File: config.mk
export PLATFORM = sky130hd
export DESIGN_NAME = boot_copy_arbiter
export DESIGN_NICKNAME = d
export VERILOG_FILES = /design/src/rtl/boot_copy_arbiter.sv
export SDC_FILE = /design/constraint.sdc
export NUM_CORES = 1
export LEC_CHECK = 0
export ABC_AREA = 0
export CAP_MARGIN = 20
export CORE_MARGIN = 2
export CORE_UTILIZATION = 40
export DETAILED_ROUTE_END_ITERATION = 6
export PLACE_DENSITY_LB_ADDON = 0.08
export SETUP_SLACK_MARGIN = 0.4
export SYNTH_ARGS = -nofsm -noshare
export SYNTH_HDL_FRONTEND = slang
export SYNTH_SLANG_ARGS = --single-unit
File: constraint.sdc
create_clock -name clk -period 3 [get_ports clk]
set_input_delay 0.6 -clock clk [delete_from_list [all_inputs] [get_ports clk]]
set_output_delay 0.6 -clock clk [all_outputs]
set_load 0.05 [all_outputs]
File: src/rtl/boot_copy_arbiter.sv
// Boot-time flash-to-RAM byte copier that then hands the data bus to the CPU.
// Optional checksum output boot_sum is enabled by defining BOOT_CHECKSUM_EN.
`ifndef FLASH_INIT
`define FLASH_INIT 32'h1000_0000
`endif
`ifndef RAM_INIT
`define RAM_INIT 32'h2000_0000
`endif

module boot_copy_arbiter #(
  parameter int unsigned COPY_LEN  = 260,
  parameter logic [31:0] SRC_BASE  = `FLASH_INIT,
  parameter logic [31:0] DST_BASE  = `RAM_INIT,
  parameter int unsigned CNT_WIDTH = 16
) (
  input  logic                 clk,
  input  logic                 rst_n,
  input  logic                 cpu_req,
  input  logic                 cpu_rw,
  input  logic [1:0]           cpu_len,
  input  logic [31:0]          cpu_addr,
  input  logic [31:0]          cpu_wdata,
  output logic [31:0]          cpu_rdata,
  output logic                 cpu_ack,
  output logic                 cpu_err,
  output logic                 bus_rw,
  output logic [1:0]           bus_len,
  output logic [31:0]          bus_addr,
  output logic [31:0]          bus_wdata,
  input  logic [31:0]          bus_rdata,
  input  logic                 bus_exception,
  output logic                 boot_done,
  output logic                 boot_error,
`ifdef BOOT_CHECKSUM_EN
  output logic [31:0]          boot_sum,
`endif
  output logic [CNT_WIDTH-1:0] copy_count
);

  typedef enum logic [2:0] {C_RD, C_WAIT, C_WR, IDLE, CPU_ACC, ERR} state_t;

  state_t                 state, state_d;
  logic                   rw_d, ack_d, err_d, done_d, berr_d;
  logic [1:0]             len_d;
  logic [31:0]            addr_d, wdata_d, rdata_d, count_ext;
  logic [CNT_WIDTH-1:0]   count_d;
`ifdef BOOT_CHECKSUM_EN
  logic [31:0]            sum_d;
`endif

  assign count_ext = 32'(copy_count);

  always_comb begin
    state_d = state;
    rw_d    = bus_rw;
    len_d   = bus_len;
    addr_d  = bus_addr;
    wdata_d = bus_wdata;
    ack_d   = 1'b0;
    err_d   = cpu_err;
    rdata_d = cpu_rdata;
    done_d  = boot_done;
    berr_d  = boot_error;
    count_d = copy_count;
`ifdef BOOT_CHECKSUM_EN
    sum_d   = boot_sum;
`endif
    case (state)
      C_RD: begin
        rw_d = 1'b0;
        if (COPY_LEN == 0) begin
          state_d = IDLE;
          done_d  = 1'b1;
        end else begin
          addr_d  = SRC_BASE + count_ext;
          state_d = C_WAIT;
        end
      end
      C_WAIT: begin
        if (bus_exception) begin
          state_d = ERR;
          berr_d  = 1'b1;
          done_d  = 1'b0;
          rw_d    = 1'b0;
        end else begin
          wdata_d = {24'h0, bus_rdata[7:0]};
          addr_d  = DST_BASE + count_ext;
          rw_d    = 1'b1;
          state_d = C_WR;
`ifdef BOOT_CHECKSUM_EN
          sum_d   = boot_sum + {24'h0, bus_rdata[7:0]};
`endif
        end
      end
      C_WR: begin
        rw_d = 1'b0;
        if (bus_exception) begin
          state_d = ERR;
          berr_d  = 1'b1;
          done_d  = 1'b0;
        end else begin
          count_d = copy_count + CNT_WIDTH'(1);
          if (count_ext + 32'd1 == 32'(COPY_LEN)) begin
            state_d = IDLE;
            done_d  = 1'b1;
          end else begin
            state_d = C_RD;
          end
        end
      end
      IDLE: begin
        if (cpu_req) begin
          addr_d  = cpu_addr;
          rw_d    = cpu_rw;
          len_d   = cpu_len;
          wdata_d = cpu_wdata;
          state_d = CPU_ACC;
        end else begin
          rw_d = 1'b0;
        end
      end
      CPU_ACC: begin
        ack_d   = 1'b1;
        rdata_d = bus_rdata;
        err_d   = bus_exception;
        rw_d    = 1'b0;
        state_d = IDLE;
      end
      ERR: begin
        rw_d   = 1'b0;
        berr_d = 1'b1;
        done_d = 1'b0;
      end
      default: state_d = ERR;
    endcase
  end

  always_ff @(posedge clk or negedge rst_n) begin
    if (!rst_n) begin
      state      <= C_RD;
      bus_rw     <= 1'b0;
      bus_len    <= 2'b00;
      bus_addr   <= SRC_BASE;
      bus_wdata  <= 32'h0;
      cpu_ack    <= 1'b0;
      cpu_err    <= 1'b0;
      cpu_rdata  <= 32'h0;
      boot_done  <= 1'b0;
      boot_error <= 1'b0;
      copy_count <= '0;
`ifdef BOOT_CHECKSUM_EN
      boot_sum   <= 32'h0;
`endif
    end else begin
      state      <= state_d;
      bus_rw     <= rw_d;
      bus_len    <= len_d;
      bus_addr   <= addr_d;
      bus_wdata  <= wdata_d;
      cpu_ack    <= ack_d;
      cpu_err    <= err_d;
      cpu_rdata  <= rdata_d;
      boot_done  <= done_d;
      boot_error <= berr_d;
      copy_count <= count_d;
`ifdef BOOT_CHECKSUM_EN
      boot_sum   <= sum_d;
`endif
    end
  end

endmodule

Yosys cells after proc, flatten, opt, wreduce, memory -nomap -nowiden

Index checks and enable logic that the tools add are counted.

Bits in registers: 122
Word-level logic and storage cells: 64
Bits of input ports: 103

Bitwise gates (word level): 2
Eq/ne operators: 11
Mux-type cells: 21
$add $sub $neg: 4
Reductions and logical operators: 15

Operator list:

| kind                                                              | count |
|---|---|
| 32-bit 2-to-1 mux                                                 | 4 |
| 32-bit one-hot mux with 3 select lines                            | 1 |
| 32-bit one-hot mux with 2 select lines                            | 1 |
| 30-bit by 16-bit adder with 31-bit output (first input constant)  | 1 |
| 29-bit by 16-bit adder with 30-bit output (first input constant)  | 1 |
| 3-bit one-hot mux with 6 select lines                             | 1 |
| 16-bit by 1-bit adder with 17-bit output (second input constant)  | 1 |
| 17-bit by 9-bit == test with 1-bit output (second input constant) | 1 |
| 16-bit by 1-bit adder with 16-bit output (second input constant)  | 1 |
| 3-bit 2-to-1 mux                                                  | 3 |
| 3-bit AND reduction                                               | 3 |
| 3-bit nonzero test                                                | 3 |
| 2-bit AND reduction                                               | 4 |
| 1-bit 2-to-1 mux                                                  | 7 |
| 3-bit by 2-bit == test with 1-bit output (second input constant)  | 2 |
| 3-bit == test (second input constant)                             | 2 |
| 2-bit inequality test (second input constant)                     | 3 |
| 1-bit one-hot mux with 3 select lines                             | 2 |
| 2-bit nonzero test                                                | 2 |
| 4-bit OR reduction                                                | 1 |
| 3-bit by 1-bit == test with 1-bit output (second input constant)  | 1 |
| 3-bit zero test                                                   | 1 |
| 3-bit inequality test (second input constant)                     | 1 |
| 2-bit 2-to-1 mux                                                  | 1 |
| other kinds (4)                                                   | 5 |

Depth between registers and ports, before layout

Word-level depth: 5
Gate-level depth with buffers: 7
Gate-level depth less buffers: 6

Worst setup path after synthesis

Ideal clock, no wire load.

Path kind: register -> register
Start: register copy_count[0]
End: register state[0]
Stages on the path, launching flop included: 7
Period minus slack after synthesis: 2.134 ns
Path buffers: 0
Slack: 0.866 ns
Data arrival time: 2.011 ns
Library setup time: 0.123 ns
Required time: 2.877 ns
Cell sequence: dfrtp_1 > ha_1 > nand3_2 > or3_4 > mux2_4 > nand4_1 > o21ai_1

Cells in the longest elaborated chain, start to end: 5

Ends and longest elaborated chain:

| item                                      | line | source |
|---|---|---|
| from (decl)                               | 37   | `output logic [CNT_WIDTH-1:0] copy_count` |
| from (signal assigned)                    | 165  | `copy_count <= count_d;` |
| 16-bit by 1-bit adder with 17-bit output  | 103  | `if (count_ext + 32'd1 == 32'(COPY_LEN)) begin` |
| 17-bit by 9-bit == test with 1-bit output | 103  |  |
| 2-bit 2-to-1 mux                          | 103  |  |
| 3-bit 2-to-1 mux                          | 97   | `if (bus_exception) begin` |
| 3-bit one-hot mux with 6 select lines     | 68   | `case (state)` |
| to (signal assigned)                      | 155  | `state <= state_d;` |
| to (decl)                                 | 42   | `state_t state, state_d;` |

Every way passes these cells.
A chain may end at the register's enable or synchronous reset.

Worst setup path in the final report

Start: register copy_count[8]
End: output port copy_count[8]

No word-level cell between the ends.

==> results.txt <==
----------------------------------------------------
[Critical path]
  Maximum fanout along the worst path ... 10
  Crit path largest cell delay ... 890 ps
  Category of cells accounting for the largest share of critical-path delay ... buffers and inverters
  Cell Chain, Critical Path ... clkdlybuf4s50_1
  Critical Path AT ... 1870 ps
  Required time of the worst setup path ... 2400 ps
  Combined buffer and inverter count along the critical path ... 1
  Critical setup path kind ... register to primary output
  Type of destination of the critical path ... primary output
  Kind of start point of the critical path ... register
  Critical-path top delay cell ... clkdlybuf4s50_1

[Logic synthesis]
  Seq/Total Area, Yosys ... 57.8%
  Mapped Nets ... 624
  Largest family of logic cells by synthesized area ... simple AND/OR/NAND/NOR gates
  Post-Syn Area per Cell ... 10.2 um2
  Async set-or-reset flop fraction in the synthesized netlist ... 100%
  Flip-flop and latch count after synthesis ... 122
  Number of different library cells in the post-synthesis netlist ... 52
  Leading register cell type out of synthesis ... dfrtp_1
  Post-Synthesis Cell Area ... 0.00529 mm2
  Number of enable flip-flop cells after synthesis ... 0
  XOR/XNOR Fraction of Synth Area ... 3.31%
  Share of cell area taken by muxes after synthesis ... 7.50%
  Synth warn ... 0
  Area fraction in and, or, nand and nor cells after synthesis ... 22.2%
  Synth Area in Compound Gates ... 5.59%
  Fraction of the mapped netlist area in adder cells ... 0.237%
  Post-synthesis instance total ... 520

[STA]
  Relative slew slack ... 57.5%
  Number of pins with negative max-slew slack in the final report ... 0
  Worst Clk Skew ... 5.88 ps
  Setup violations, final ... 0
  PnR worst setup slack ... 530 ps
  Highest attainable clock frequency ... 0.405 GHz
  Final critical-path required period ... 2470 ps
  Setup tns final ... 0 ps
  Endpoints failing hold ... 0
  Transition time at the pin with the least slew margin ... 637 ps
  Crit share post-route ... 82.3%
  RSZ-0062 raised after global routing ... false

[Detailed routing]
  Starting DRT DRC Count ... 298
  Routed length per placed instance ... 16.2 um
  Post-Route WL ... 14900 um
  Number of iterations in the first detailed-routing pass ... 4
  Ratio of routed vias to standard cells ... 4.96
  Residual DRC count ... 0
  Total number of vias ... 4554
  Number of nets still failing antenna checks after routing ... 0

[Pwr]
  Share of total power in the clock network ... 21.3%
  Switching Fraction ... 43.9%
  Combinational power share ... 49.4%
  Cell internal power dissipation ... 5.02 mW
  Ratio of total power to cell area ... 1090 mW/mm2
  Max rail drop VDD ... 550 uV
  Sequential share of power ... 29.3%
  LEAKAGE ... 3.57 nW
  Power spent charging and discharging nets ... 3.93 mW

[Floorplanning]
  Die outline width ... 119 um
  Number of cell rows ... 41
  DIE HEIGHT ... 119 um
  # IOs ... 222
  Area of the core ... 0.0128 mm2
  Die area ... 0.0141 mm2
  Initial core utilization ... 41.4%

[Clocking]
  Clock edge transition at the registers on the reported setup and hold paths ... 50 ps
  Count of buffers added by post-CTS timing repair for setup ... 0
  Clock root cell ... clkbuf_16
  Clock tree buffer depth ... 2
  CTS Sinks ... 122
  Clock tree from TritonCTS ... yes
  Hold-fix buffer count after cts ... 0
  TritonCTS buffer count ... 17
  H-tree levels ... 4
  CTS-repair resized insts ... 0
  Worst-Skew Late Latency ... 410 ps

[Layout]
  Combined area of the multi-input logic cells ... 0.00206 mm2
  Register area ... 0.00305 mm2
  Nets ... 838
  Share of layout cells above drive strength 1 ... 11.6%
  Fin util ... 64.1%
  Number of fill cells in the layout ... 1020
  Area overhead of the layout relative to synthesis ... 55.0%
  Total inserted antenna cells ... 0

[GRT]
  Initial antenna violation count ... 0
  Number of global-route vias before repair ... 4480
  Remaining Overflow, GRT ... 0
  Global-route wire length before repair ... 23900 um
  Largest net degree at the start of global routing ... 58
  Total Routing Usage GR ... 21.4%

[Place]
  Detailed-placement wirelength estimate ... 10700 um
  PortBufs ... 221
  Weighted congestion reported at the end of routability-driven placement ... 0.817
  Post-Place Setup Slack ... 387 ps

[Job]
  Max-cap violation count ... 0

[Run status]
  Run status ... complete, no violations

[Min path]
  Hold WC Path Type ... input pin to async pin

----------------------------------------------------
cells in the mapped netlist, types with 3 or more instances:
master | number | share of area [%]
a31oi_1 | 24 | 2.8
buf_1 | 3 | 0.21
buf_2 | 16 | 1.5
clkbuf_1 | 13 | 0.92
dfrtp_1 | 121 | 57
mux2_2 | 33 | 7.0
nand2_1 | 150 | 11
nand3_1 | 44 | 4.2
nand4_1 | 8 | 0.95
nor2_1 | 33 | 2.3
nor3_1 | 3 | 0.28
o21ai_0 | 5 | 0.47
o21ai_1 | 3 | 0.28
xnor2_1 | 12 | 2.0
xor2_1 | 8 | 1.3
flip-flops by register name (all words and copies together) (netlist names):
signal,flops
bus_addr,32
boot_done,1
bus_rw,1
state,3
bus_wdata,32
cpu_rdata,32
cpu_ack,1
bus_len,2
boot_error,1
cpu_err,1
copy_count,16
layer usage:
| metal | vias to the layer above | GRT usage, % | routed length (um) |
|---|---|---|---|
| met2 | 168 | 33.7 | 7020 |
| met3 | 17 | 6.51 | 1070 |
| met1 | 2185 | 28.4 | 6600 |
| met5 | - | 0 | 0 |
| met4 | 0 | 6.70 | 202 |
| li1 | 2184 | - | - |
through the flow:
stage	hold slack, ps	power, mW	cells	area [um2]
after floorplan	304	5.47	520	5290
after global placement	449	7.03	887	7630
after detailed placement	457	7.09	887	7630
after CTS	137	9.03	919	8190
after global routing	150	9.34	919	8190
final	132	8.95	919	8190
cell families (layout without fill, tap and decap cells):
logic type / after synthesis / after routing
fa+ha+maj: 1 / 1
buf+inv: 38 / 265
mux: 35 / 35
xor+xnor: 20 / 20
flops: 122 / 122
simple gates: 261 / 261
compound gates: 43 / 43
worst paths after layout:
check | start | to | slack, ps | cells past startpoint
worst min register to register | bus_addr[25] | bus_addr[25] | 470 | 2
worst max-delay path | copy_count[8] | copy_count[8] | 530 | 1
worst max register to register | state[1] | bus_rw | 970 | 6
min in group clk | bus_addr[25] | bus_addr[25] | 470 | 2
worst min-delay path | rst_n | bus_addr[23] | 130 | 1
max in group asynchronous | rst_n | bus_addr[28] | 2020 | 2
power groups by stage:
| stage | clock network (mW) | registers [mW] | logic (mW) |
|---|---|---|---|
| after floorplan | 0 | 4.69 | 0.775 |
| after global placement | 0 | 2.61 | 4.42 |
| after detailed placement | 0 | 2.65 | 4.45 |
| after CTS | 1.95 | 2.63 | 4.45 |
| after global routing | 2.03 | 2.71 | 4.60 |
| final | 1.91 | 2.62 | 4.42 |
cells in the final DEF, fill, tap and decap left out, types with 2 or more instances in the layout:
cell type / count
a21oi_1: 2
a31oi_1: 24
buf_4: 10
clkbuf_1: 3
clkbuf_16: 17
clkbuf_8: 4
clkdlybuf4s50_1: 220
clkinv_2: 6
dfrtp_1: 121
inv_1: 2
mux2_2: 33
nand2_1: 150
nand3_1: 44
nand3_2: 2
nand4_1: 8
nor2_1: 33
nor2b_1: 2
nor3_1: 3
o21ai_0: 5
o21ai_1: 3
o22a_1: 2
or4b_1: 2
xnor2_1: 12
xor2_1: 8
layout make-up:
| cell class | count | area share [%] |
|---|---|---|
| Sequential cell | 122 | 37.3 |
| Timing Repair Buffer | 231 | 28.0 |
| Multi-Input combinational cell | 360 | 25.1 |
| Clock buffer | 24 | 6.00 |
| Tap cell | 172 | 2.63 |
| Clock inverter | 8 | 0.825 |
| Inverter | 2 | 0.0916 |
No activity file was read; power rests on OpenSTA's default activity.
